### src/rtl/qa_7seg_pkg.sv
// Shared types and constants for the 7-segment BCD converter.
// Optional leading-zero blanking is selected with QA_7SEG_LZB_EN.
package qa_7seg_pkg;

  localparam int QA_7SEG_DIGITS = 6;
  localparam int QA_7SEG_BCD_W  = 24;

  typedef enum logic [1:0] {
    IDLE,
    SHIFT,
    COMMIT
  } qa_7seg_state_e;

  // Digit-pair enables for leading-zero blanking; the lowest pair stays lit so "0" shows.
  function automatic logic [2:0] qa_7seg_lzb(input logic [QA_7SEG_BCD_W-1:0] bcd);
    logic hi;
    logic mid;
    hi  = |bcd[23:16];
    mid = |bcd[15:8];
    return {hi, hi | mid, 1'b1};
  endfunction

endpackage

### src/rtl/qa_7seg_bcd_converter_adj.sv
// Double-dabble digit correction: add 3 to a BCD digit that is 5 or more.
module qa_bcd_digit_adj (
  input  logic [3:0] digit_i,
  output logic [3:0] digit_o
);

  always_comb begin
    digit_o = (digit_i >= 4'd5) ? digit_i + 4'd3 : digit_i;
  end

endmodule

### src/rtl/qa_7seg_bcd_converter.sv
// Sequential binary-to-BCD converter with a one-deep pending buffer for a 7-segment driver.
// Define QA_7SEG_LZB_EN to blank leading zero digit pairs via `enable`.
module qa_7seg_bcd_converter
  import qa_7seg_pkg::*;
#(
  parameter int IN_WIDTH = 16
) (
  input  logic                     clk,
  input  logic                     rst,
  input  logic                     load,
  input  logic [IN_WIDTH-1:0]      value,
  output logic [QA_7SEG_BCD_W-1:0] data,
  output logic [2:0]               enable,
  output logic                     busy,
  output logic                     done
);

  localparam int CW = $clog2(IN_WIDTH + 1);

  qa_7seg_state_e state_q, state_d;
  logic [IN_WIDTH-1:0]      shift_q, shift_d;
  logic [QA_7SEG_BCD_W-1:0] scratch_q, scratch_d;
  logic [QA_7SEG_BCD_W-1:0] scratch_adj;
  logic [CW-1:0]            cnt_q, cnt_d;
  logic                     pend_q, pend_d;
  logic [IN_WIDTH-1:0]      pval_q, pval_d;
  logic [QA_7SEG_BCD_W-1:0] data_q, data_d;
  logic                     done_q, done_d;
  logic                     start;
  logic [IN_WIDTH-1:0]      start_val;

  for (genvar g = 0; g < QA_7SEG_DIGITS; g++) begin : g_adj
    qa_bcd_digit_adj u_adj (
      .digit_i (scratch_q[4*g +: 4]),
      .digit_o (scratch_adj[4*g +: 4])
    );
  end

`ifdef QA_7SEG_LZB_EN
  logic [2:0] en_q, en_d;
`endif

  always_comb begin
    state_d   = state_q;
    shift_d   = shift_q;
    scratch_d = scratch_q;
    cnt_d     = cnt_q;
    pend_d    = pend_q;
    pval_d    = pval_q;
    data_d    = data_q;
    done_d    = 1'b0;
    start     = 1'b0;
    start_val = value;
`ifdef QA_7SEG_LZB_EN
    en_d      = en_q;
`endif
    unique case (state_q)
      IDLE: begin
        start = load;
      end
      SHIFT: begin
        {scratch_d, shift_d} = {scratch_adj, shift_q} << 1;
        cnt_d = cnt_q - CW'(1);
        if (cnt_q == CW'(1)) state_d = COMMIT;
        if (load) begin
          pend_d = 1'b1;
          pval_d = value;
        end
      end
      COMMIT: begin
        data_d = scratch_q;
        done_d = 1'b1;
`ifdef QA_7SEG_LZB_EN
        en_d   = qa_7seg_lzb(scratch_q);
`endif
        // A load on this very cycle is newer than anything pending, so it wins.
        if (load) begin
          start = 1'b1;
        end else if (pend_q) begin
          start     = 1'b1;
          start_val = pval_q;
        end else begin
          state_d = IDLE;
        end
      end
      default: state_d = IDLE;
    endcase
    if (start) begin
      shift_d   = start_val;
      scratch_d = '0;
      cnt_d     = CW'(IN_WIDTH);
      pend_d    = 1'b0;
      state_d   = SHIFT;
    end
  end

  always_ff @(posedge clk or posedge rst) begin
    if (rst) begin
      state_q   <= IDLE;
      shift_q   <= '0;
      scratch_q <= '0;
      cnt_q     <= '0;
      pend_q    <= 1'b0;
      pval_q    <= '0;
      data_q    <= '0;
      done_q    <= 1'b0;
    end else begin
      state_q   <= state_d;
      shift_q   <= shift_d;
      scratch_q <= scratch_d;
      cnt_q     <= cnt_d;
      pend_q    <= pend_d;
      pval_q    <= pval_d;
      data_q    <= data_d;
      done_q    <= done_d;
    end
  end

`ifdef QA_7SEG_LZB_EN
  always_ff @(posedge clk or posedge rst) begin
    if (rst) en_q <= 3'b001;
    else     en_q <= en_d;
  end
  assign enable = en_q;
`else
  assign enable = 3'b111;
`endif

  assign data = data_q;
  assign done = done_q;
  assign busy = (state_q != IDLE) || pend_q;

endmodule
### config.mk
export PLATFORM = sky130hd
export DESIGN_NAME = qa_7seg_bcd_converter
export DESIGN_NICKNAME = d
export VERILOG_FILES = /design/src/rtl/qa_7seg_pkg.sv /design/src/rtl/qa_7seg_bcd_converter_adj.sv /design/src/rtl/qa_7seg_bcd_converter.sv
export SDC_FILE = /design/constraint.sdc
export NUM_CORES = 1
export LEC_CHECK = 0
export BUFFER_PORTS_ARGS = -buffer_cell sky130_fd_sc_hd__buf_2
export CORE_MARGIN = 2
export CORE_UTILIZATION = 53
export CTS_BUF_LIST = sky130_fd_sc_hd__clkbuf_16
export CTS_CLUSTER_DIAMETER = 100
export CTS_CLUSTER_SIZE = 16
export DETAILED_ROUTE_END_ITERATION = 12
export PLACE_DENSITY = 0.76
export SYNTH_ARGS = -nofsm -noshare
export SYNTH_HDL_FRONTEND = slang
export SYNTH_SLANG_ARGS = --single-unit
### constraint.sdc
create_clock -name clk -period 2.9 [get_ports clk]
set_input_delay 0.58 -clock clk [delete_from_list [all_inputs] [get_ports clk]]
set_output_delay 0.58 -clock clk [all_outputs]
set_load 0.005 [all_outputs]
==> results.yml <==
global_route:
  track_usage_pct: 19.8
  globalRouteOverflowTotal: 0
  grt_max_degree: 43
  grt_pass1_vias: 2903
  grt_first_pass_wirelength_um: 13600
  antenna_found_initial: 0
synth:
  ys_seq_elements: 89
  synth_ff_type: "dfrtp_1"
  async_reset_ff_share_pct: 100
  ys_seq_area_share_pct: 52.5
  synth_warnings: 0
  synth.distinct_cells: 37
  synth_cells: 385
  netlist_area_um2: 4240
  synth-edff-count: 0
  syn_area_per_cell_um2: 11.0
final_layout:
  syn2layout_area_growth_pct: 13.6
  n_antenna_cell: 0
  fillers: 636
  final_cell_mix: "dfrtp_1 (89), o21ai_0 (44), buf_2 (44)"
  final_nets: 457
  finalNonFillerCells: 531
  ff_latch_area_um2: 2230
  multi_input_area_um2: 1800
  final_common_cell: "dfrtp_1"
  layout-drive-gt1-share_pct: 23.5
setup_path:
  required_ns: 2.32
  cpMaxStageDelayCell: "dfrtp_1"
  worstSetupPathType: "register to primary output"
  path_buf_inv: 1
  cp_max_fo: 18
  cp_top_family: "flip-flops"
  cp.arrival_ns: 1.43
  slowest_delay_ns: 0.56
  crit_path_end_kind: "primary output"
  start_kind: "register"
  crit_chain: "or3_1 -> buf_2"
clock_network:
  numCtsBuffers: 9
  post_cts_buffers: 0
  clk_latency_ns: 0.33
  cts_tree: "yes"
  cts_hold_buffers: 0
  cts_max_path_buffers: 2
  clkSinkCount: 89
  post_cts_resized: 0
  clkTransAtPathRegs_ns: 0.06
  htreeDepth: 3
  cts_root_buffer: "clkbuf_16"
status:
  status: "finished, final reports clean"
pwr:
  total_power_mw: 3.00
  peakVddDrop_mv: 0.432
  p_leak_nw: 2.28
  p_per_area_nw_per_um2: 622
sta:
  fin_setup_tns_ns: 0
  maxSlewViolCount: 0
  fin_ws_ns: 0.886
  tightest_slew_ns: 0.721
  fin_crit_sh_pct: 69.4
  min_period_ns: 2.01
  slew_headroom_pct: 51.9
  rsz0062_at_grt: "no"
  setup_viol: 0
  skew_ns: 0.00597
  hold_viol_final: 0
  fmax_mhz: 497
routing:
  vias_per_cell: 5.51
  vias: 2924
  wl_um: 7970
  drc_errors: 0
  drt_iter0_drc: 99
  drtAntennaViolNets: 0
  routedWlPerCell_um: 15.0
  first_pass_iters: 5
placement:
  place_ws_ns: 0.876
  dp_hpwl_um: 5340
  gp_congestion: 0.790
  port_buffers: 44
  dp_cells: 515
die:
  io_pins: 48
  die_w_um: 93.5
  placementRows: 32
  coreArea_um2: 7730
  initial_utilization_pct: 54.9
  die_area_um2: 8740
  die_h_um: 93.5
run:
  cap_violations: 0
worst_hold_path:
  hold_path_class: "input port to asynchronous set/reset pin"
-- metal layers --
layer	routed length, um	vias up	global-route usage (%)
met5	0	-	0
met4	97	0	4.78
met3	317	10	5.40
met2	3830	61	32.5
met1	3720	1433	26.1
li1	-	1420	-
-- cell families (layout without fill, tap and decap cells) --
| family | count (synthesis) | after routing | share of synthesized area, % |
|---|---|---|---|
| multiplexers | 39 | 39 | 10.8 |
| AO/OA/AOI/OAI | 97 | 97 | 13.3 |
| buffers and inverters | 42 | 84 | 5.19 |
| XOR/XNOR | 10 | 10 | 2.06 |
| adder cells (fa/ha/maj) | 14 | 14 | 4.13 |
| flip-flops | 89 | 89 | 52.5 |
| AND/OR/NAND/NOR | 93 | 93 | 11.9 |
| other | 1 | 3 | 0.0884 |
-- state kept, by name (all words and copies together), names as in the netlist --
| signal | cells |
|---|---|
| cnt_q | 5 |
| done | 1 |
| scratch_q | 24 |
| pval_q | 16 |
| shift_q | 16 |
| data | 24 |
| pend_q | 1 |
| state_q | 2 |
-- synthesized netlist by cell type, types with 9 or more instances --
master    count  area [um2]
mux2_4        9         135
nand2_1      40         150
a21oi_1      25         125
ha_1         14         175
nor3b_1      18         135
dfrtp_1      89        2230
nand2b_1      9        56.3
buf_4        11        82.6
inv_1        16        60.1
mux2_2       19         214
mux2i_1      11         110
o21ai_0      44         220
-- worst paths after layout --
check,startpoint,end,slack (ns),cells after the start
worst max-delay path,state_q[0],busy,0.89,2
worst min-delay path,rst,data[22],0.34,2
worst max register to register,state_q[0],shift_q[10],0.89,6
worst min register to register,data[4],data[4],0.48,2
max in group asynchronous,rst,data[15],1.91,3
min in group clk,data[4],data[4],0.48,2
-- layout make-up --
| cell class | instances | share of cell area (%) |
|---|---|---|
| flip-flops and latches | 89 | 46.2 |
| multi-input cells | 256 | 37.4 |
| repair buffers | 51 | 5.92 |
| clock buffers | 9 | 4.67 |
| well taps | 102 | 2.65 |
| clock inverters | 7 | 1.82 |
| inverters | 17 | 1.35 |
-- power breakdown --
group | switching, mW | internal [mW] | leakage, nW
sequential | 0.0708 | 1.39 | 1.14
combinational | 0.150 | 0.186 | 0.993
clock | 0.456 | 0.746 | 0.154
-- per-stage QoR --
stage / instance area, um2 / util (%) / hold WS (ns)
3_3_place_gp: 4510 / 58.3 / 0.457
4_1_cts: 4820 / 62.4 / 0.365
3_5_place_dp: 4510 / 58.3 / 0.472
2_1_floorplan: 4250 / - / 0.449
6_report: 4820 / 62.4 / 0.342
5_1_grt: 4820 / 62.4 / 0.400
Note: power is estimated with default switching activity, not from simulation.
